$ cat src/rtl/arm_pkg.sv
// Shared ARM condition-code encodings and NZCV flag bit positions.
package arm_pkg;

    typedef enum logic [3:0] {
        COND_EQ = 4'b0000,
        COND_NE = 4'b0001,
        COND_CS = 4'b0010,
        COND_CC = 4'b0011,
        COND_MI = 4'b0100,
        COND_PL = 4'b0101,
        COND_VS = 4'b0110,
        COND_VC = 4'b0111,
        COND_HI = 4'b1000,
        COND_LS = 4'b1001,
        COND_GE = 4'b1010,
        COND_LT = 4'b1011,
        COND_GT = 4'b1100,
        COND_LE = 4'b1101,
        COND_AL = 4'b1110,
        COND_NV = 4'b1111
    } cond_e;

    localparam int FLAG_N = 3;
    localparam int FLAG_Z = 2;
    localparam int FLAG_C = 1;
    localparam int FLAG_V = 0;

endpackage

$ cat src/rtl/cond_logic_if.sv
// Controller <-> conditional-execution unit signal bundle.
interface cond_logic_if;
    logic [3:0] Cond;
    logic [3:0] ALUFlags;
    logic [1:0] FlagW;
    logic       CondLatch;
    logic       PCS;
    logic       NextPC;
    logic       RegW;
    logic       MemW;
    logic       PCWrite;
    logic       RegWrite;
    logic       MemWrite;
    logic [3:0] Flags;
    logic       CondEx;

    modport master (
        output Cond, ALUFlags, FlagW, CondLatch, PCS, NextPC, RegW, MemW,
        input  PCWrite, RegWrite, MemWrite, Flags, CondEx
    );

    modport slave (
        input  Cond, ALUFlags, FlagW, CondLatch, PCS, NextPC, RegW, MemW,
        output PCWrite, RegWrite, MemWrite, Flags, CondEx
    );
endinterface

$ cat src/rtl/cond_check.sv
// Combinational ARM condition decoder over the stored NZCV flags.
module cond_check
    import arm_pkg::*;
#(
    parameter bit NV_IS_ALWAYS = 1'b0
) (
    input  logic [3:0] Cond,
    input  logic [3:0] Flags,
    output logic       CondEx_comb
);
    logic n, z, c, v;

    assign n = Flags[FLAG_N];
    assign z = Flags[FLAG_Z];
    assign c = Flags[FLAG_C];
    assign v = Flags[FLAG_V];

    always_comb begin
        CondEx_comb = 1'b0;
        case (cond_e'(Cond))
            COND_EQ: CondEx_comb = z;
            COND_NE: CondEx_comb = ~z;
            COND_CS: CondEx_comb = c;
            COND_CC: CondEx_comb = ~c;
            COND_MI: CondEx_comb = n;
            COND_PL: CondEx_comb = ~n;
            COND_VS: CondEx_comb = v;
            COND_VC: CondEx_comb = ~v;
            COND_HI: CondEx_comb = c & ~z;
            COND_LS: CondEx_comb = ~c | z;
            COND_GE: CondEx_comb = ~(n ^ v);
            COND_LT: CondEx_comb = n ^ v;
            COND_GT: CondEx_comb = ~z & ~(n ^ v);
            COND_LE: CondEx_comb = z | (n ^ v);
            COND_AL: CondEx_comb = 1'b1;
            COND_NV: CondEx_comb = NV_IS_ALWAYS;
            default: CondEx_comb = 1'b0;
        endcase
    end
endmodule

$ cat src/rtl/cond_logic.sv
// Conditional-execution unit: stored NZCV flags, latched condition result and
// write-enable gating for a multicycle ARM controller.
module cond_logic
    import arm_pkg::*;
#(
    parameter logic [3:0] RESET_FLAGS  = 4'b0000,
    parameter bit         NV_IS_ALWAYS = 1'b0
) (
    input  logic         clk,
    input  logic         reset,
    cond_logic_if.slave  bus
);
    logic [3:0] flags_q, flags_d;
    logic       cond_ex_q, cond_ex_d;
    logic       cond_ex_comb;

    // Decoder sees the stored flags, so a same-cycle flag write cannot affect it.
    cond_check #(
        .NV_IS_ALWAYS (NV_IS_ALWAYS)
    ) u_cond_check (
        .Cond        (bus.Cond),
        .Flags       (flags_q),
        .CondEx_comb (cond_ex_comb)
    );

    always_comb begin
        flags_d = flags_q;
        if (cond_ex_q && bus.FlagW[1]) begin
            flags_d[FLAG_N] = bus.ALUFlags[FLAG_N];
            flags_d[FLAG_Z] = bus.ALUFlags[FLAG_Z];
        end
        if (cond_ex_q && bus.FlagW[0]) begin
            flags_d[FLAG_C] = bus.ALUFlags[FLAG_C];
            flags_d[FLAG_V] = bus.ALUFlags[FLAG_V];
        end
    end

    always_comb begin
        cond_ex_d = cond_ex_q;
        if (bus.CondLatch) begin
            cond_ex_d = cond_ex_comb;
        end
    end

    always_ff @(posedge clk) begin
        if (reset) begin
            flags_q   <= RESET_FLAGS;
            cond_ex_q <= 1'b0;
        end else begin
            flags_q   <= flags_d;
            cond_ex_q <= cond_ex_d;
        end
    end

    assign bus.Flags    = flags_q;
    assign bus.CondEx   = cond_ex_q;
    assign bus.RegWrite = bus.RegW & cond_ex_q;
    assign bus.MemWrite = bus.MemW & cond_ex_q;
    assign bus.PCWrite  = (bus.PCS & cond_ex_q) | bus.NextPC;
endmodule

$ cat src/flat_wrapper.sv
// flat-port wrapper written by rule: the top's interface ports become plain ports
module cond_logic_flat import arm_pkg::*;
#(
    parameter logic [3:0] RESET_FLAGS  = 4'b0000,
    parameter bit         NV_IS_ALWAYS = 1'b0
)
  (clk, reset, bus_Cond, bus_ALUFlags, bus_FlagW, bus_CondLatch, bus_PCS, bus_NextPC, bus_RegW, bus_MemW, bus_PCWrite, bus_RegWrite, bus_MemWrite, bus_Flags, bus_CondEx);
  cond_logic_if bus_i ();
  input  logic clk;
  input  logic reset;
  input wire logic [$bits(bus_i.Cond)-1:0] bus_Cond;
  input wire logic [$bits(bus_i.ALUFlags)-1:0] bus_ALUFlags;
  input wire logic [$bits(bus_i.FlagW)-1:0] bus_FlagW;
  input wire logic [$bits(bus_i.CondLatch)-1:0] bus_CondLatch;
  input wire logic [$bits(bus_i.PCS)-1:0] bus_PCS;
  input wire logic [$bits(bus_i.NextPC)-1:0] bus_NextPC;
  input wire logic [$bits(bus_i.RegW)-1:0] bus_RegW;
  input wire logic [$bits(bus_i.MemW)-1:0] bus_MemW;
  output wire logic [$bits(bus_i.PCWrite)-1:0] bus_PCWrite;
  output wire logic [$bits(bus_i.RegWrite)-1:0] bus_RegWrite;
  output wire logic [$bits(bus_i.MemWrite)-1:0] bus_MemWrite;
  output wire logic [$bits(bus_i.Flags)-1:0] bus_Flags;
  output wire logic [$bits(bus_i.CondEx)-1:0] bus_CondEx;
  assign bus_i.Cond = bus_Cond;
  assign bus_i.ALUFlags = bus_ALUFlags;
  assign bus_i.FlagW = bus_FlagW;
  assign bus_i.CondLatch = bus_CondLatch;
  assign bus_i.PCS = bus_PCS;
  assign bus_i.NextPC = bus_NextPC;
  assign bus_i.RegW = bus_RegW;
  assign bus_i.MemW = bus_MemW;
  assign bus_PCWrite = bus_i.PCWrite;
  assign bus_RegWrite = bus_i.RegWrite;
  assign bus_MemWrite = bus_i.MemWrite;
  assign bus_Flags = bus_i.Flags;
  assign bus_CondEx = bus_i.CondEx;
  cond_logic #(.RESET_FLAGS(RESET_FLAGS), .NV_IS_ALWAYS(NV_IS_ALWAYS)) u_core (.clk(clk), .reset(reset), .bus(bus_i));
endmodule
$ cat config.mk
export PLATFORM = sky130hd
export DESIGN_NAME = cond_logic_flat
export DESIGN_NICKNAME = d
export VERILOG_FILES = /design/src/rtl/arm_pkg.sv /design/src/rtl/cond_logic_if.sv /design/src/rtl/cond_check.sv /design/src/rtl/cond_logic.sv /design/src/flat_wrapper.sv
export SDC_FILE = /design/constraint.sdc
export NUM_CORES = 1
export LEC_CHECK = 0
export BUFFER_PORTS_ARGS = -buffer_cell sky130_fd_sc_hd__buf_2
export CAP_MARGIN = 5
export CORE_AREA = 2 2 39 41
export DETAILED_ROUTE_END_ITERATION = 16
export DIE_AREA = 0 0 41 43
export GPL_TIMING_DRIVEN = 0
export SLEW_MARGIN = 20
export SYNTH_ARGS = -nofsm -noshare
export SYNTH_HDL_FRONTEND = slang
export SYNTH_SLANG_ARGS = --single-unit
$ cat constraint.sdc
create_clock -name clk -period 1.8 [get_ports clk]
set_clock_uncertainty 0.2 [all_clocks]
set_input_delay 0.36 -clock clk [delete_from_list [all_inputs] [get_ports clk]]
set_output_delay 0.36 -clock clk [all_outputs]
set_load 0.1 [all_outputs]
==> flow_metrics.tcl <==
set metrics [dict create \
    critPathMaxFanout 11 \
    cts_tree "built" \
    p_clk_share_pct 31.8 \
    clkSlewWorstSetupHoldPaths_ps 40 \
    place_inst 81 \
    synth_area_leaders "dfxtp_1 30%, nand2_1 9.0%, a21oi_1 6.0%, nand3_1 6.0%, xnor2_1 5.2%" \
    worst-setup-path-type "reg -> out" \
    seqPwrFrac_pct 31.3 \
    drive_above_1_share_pct 57.4 \
    grt_pass1_vias 365 \
    cpMaxStageDelayCell "buf_2" \
    yosysTopAreaCell "dfxtp_1" \
    synthAdderAreaFrac_pct 0 \
    critPathBufInv 1 \
    syn_area_um2 335 \
    crit_family "buffers and inverters" \
    die_h_um 43 \
    relSlewSlack_pct 68.0 \
    clock_latency_ps 240 \
    setup.worst_path.end_class "primary output" \
    maxSlewViolCount 0 \
    cp.arrival_ps 1080 \
    yosys_warnings 0 \
    antenna_found_initial 0 \
    sw_frac_of_total_pct 39.1 \
    synth.top_cell.area_share_pct 29.9 \
    crit_chain "buf_2" \
    setup_tns_ps 0 \
    initialDrtViolationCount 0 \
    core_mm2 0.00138 \
    wl_per_cell_um 9.48 \
    grt_usage_pct 11.9 \
    gp_congestion 0.645 \
    p_sw_w 0.000157 \
    die-area_mm2 0.00176 \
    final_common_cell "buf_2" \
    synth-compound-area-share_pct 22.0 \
    final_cells 84 \
    p_per_area_mw_per_mm2 749 \
    period_share_pct 91.1 \
    clockRootBuffer "clkbuf_4" \
    max_freq_mhz 610 \
    whs_ps 158 \
    pin_count 25 \
    power_frac_comb_pct 36.9 \
    final_cell_mix "21 x buf_2, 8 x nand2_1, 4 x nand3_1, 4 x a21oi_1, 4 x dfxtp_4" \
    nets 86 \
    syn_nets 58 \
    syn_to_final_growth_pct 59.3 \
    post_drt_via_cell_ratio 4.69 \
    wl_um 796 \
    dp_slack_ps -58.6 \
    die_w_um 41 \
    cp.required_ps 1240 \
    maxCapViolCount 0 \
    layout_setup_ws_ps 161 \
    cts_buffers 3 \
    critical_path.startpoint_type "register" \
    cts_hold_buf 0 \
    grt_max_degree 12 \
    syn_avg_cell_area_um2 8.18 \
    grt_overflow 0 \
    start_util_pct 24.2 \
    synth-xor-area-share_pct 5.22 \
    drc_errors 0 \
    grt_pass1_wl_um 1380 \
    clock_sinks 5 \
    report.final.setup_viol 0 \
    min_from "reset" \
    totalPowerFinal_w 0.000400 \
    vias 394 \
    synthSimpleGateAreaFrac_pct 37.3 \
    ys_ff_latch 5 \
    max_stage_delay_ps 440 \
    layout_min_cycle_time_ps 1640 \
    post-dp-hpwl_um 703 \
    synth_cells 41 \
    ir_drop_v 0.000213 \
    hold_viol 0 \
    rsz0062_at_grt "false" \
    clockBufferDepth 2 \
    yosysSeqAreaShare_pct 29.9 \
    htreeDepth 1 \
    drt-pass1-iter-count 1 \
    worst_pin_slew_ps 483 \
    antenna_cells 0 \
    p_leak_nw 0.237 \
    port_buffers 24 \
    r2r-start "u_core.bus.Flags[2]" \
    synth.area.mux_share_pct 4.48 \
    synth_top_family_by_area "simple AND/OR/NAND/NOR gates" \
    startpoint "u_core.bus.CondEx" \
    placement_rows 14 \
    internal_power_w 0.000243 \
    synth_cell_type_count 20 \
    outcome "complete, no violations" \
    antenna_left 0 \
    hold_path.class "in -> reg" \
]
final timing paths:
| kind | end | slack (ps) | cells past startpoint |
|---|---|---|---|
| max reg2reg | u_core.bus.CondEx | 210 | 4 |
| min reg2reg | u_core.bus.Flags[1] | 270 | 2 |
| min | u_core.bus.Flags[0] | 160 | 2 |
| max | bus_CondEx | 160 | 1 |
cell families after synthesis:
group	Yosys count
AND/OR/NAND/NOR	23
XOR/XNOR	2
multiplexers	1
buffers and inverters	1
flip-flops	5
AO/OA/AOI/OAI	9
power groups by stage:
stage / Sequential [W] / Clock, W / Combinational (W)
4_1_cts: 0.000126 / 0.000132 / 0.000149
2_1_floorplan: 0.000163 / 0 / 0.0000721
6_report: 0.000125 / 0.000127 / 0.000148
3_5_place_dp: 0.000122 / 0 / 0.000153
3_3_place_gp: 0.000121 / 0 / 0.000152
5_1_grt: 0.000127 / 0.000143 / 0.000157
routing by layer:
| layer | part of all wire, % | GRT usage, % | up-vias |
|---|---|---|---|
| met2 | 51 | 18.1 | 14 |
| li1 | - | - | 204 |
| met4 | 3.1 | 10.0 | 0 |
| met5 | 0 | 0 | - |
| met3 | 7.3 | 3.14 | 4 |
| met1 | 38 | 12.9 | 172 |
final cells by class:
type                       count  area [µm²]
timing repair buffer          24         128
multi-input combinational     35         244
fill                         158         850
clock buffer                   4        26.3
tap                           16        20.0
sequential                     5         116
stage by stage:
stage	area, µm²	utilization, %
after global placement	504	36.4
after detailed placement	504	36.4
after floorplan	364	-
after CTS	534	38.6
after global routing	534	38.6
final	534	38.6
flip-flops by register name (all words and copies together) (netlist names):
signal and flops:
u_core.bus.CondEx 1, u_core.bus.Flags 4
cell usage after synthesis:
| library cell | n |
|---|---|
| a21o_1 | 1 |
| a21oi_1 | 4 |
| a22o_1 | 1 |
| and2_1 | 2 |
| clkbuf_1 | 1 |
| dfxtp_1 | 5 |
| mux2_4 | 1 |
| nand2_1 | 8 |
| nand3_1 | 4 |
| nand3b_1 | 2 |
| nand4bb_1 | 1 |
| nor2_1 | 2 |
| nor3_1 | 1 |
| nor4_1 | 1 |
| o21ai_0 | 1 |
| o311ai_2 | 1 |
| o32ai_2 | 1 |
| or3b_1 | 1 |
| or3b_2 | 1 |
| xnor2_1 | 2 |
repair_timing:
action                     CTS  global route
setup endpoints to repair    3             0
gates resized for setup      3             0
buffers inserted             0             0
Power figures use the tool's default switching activity.
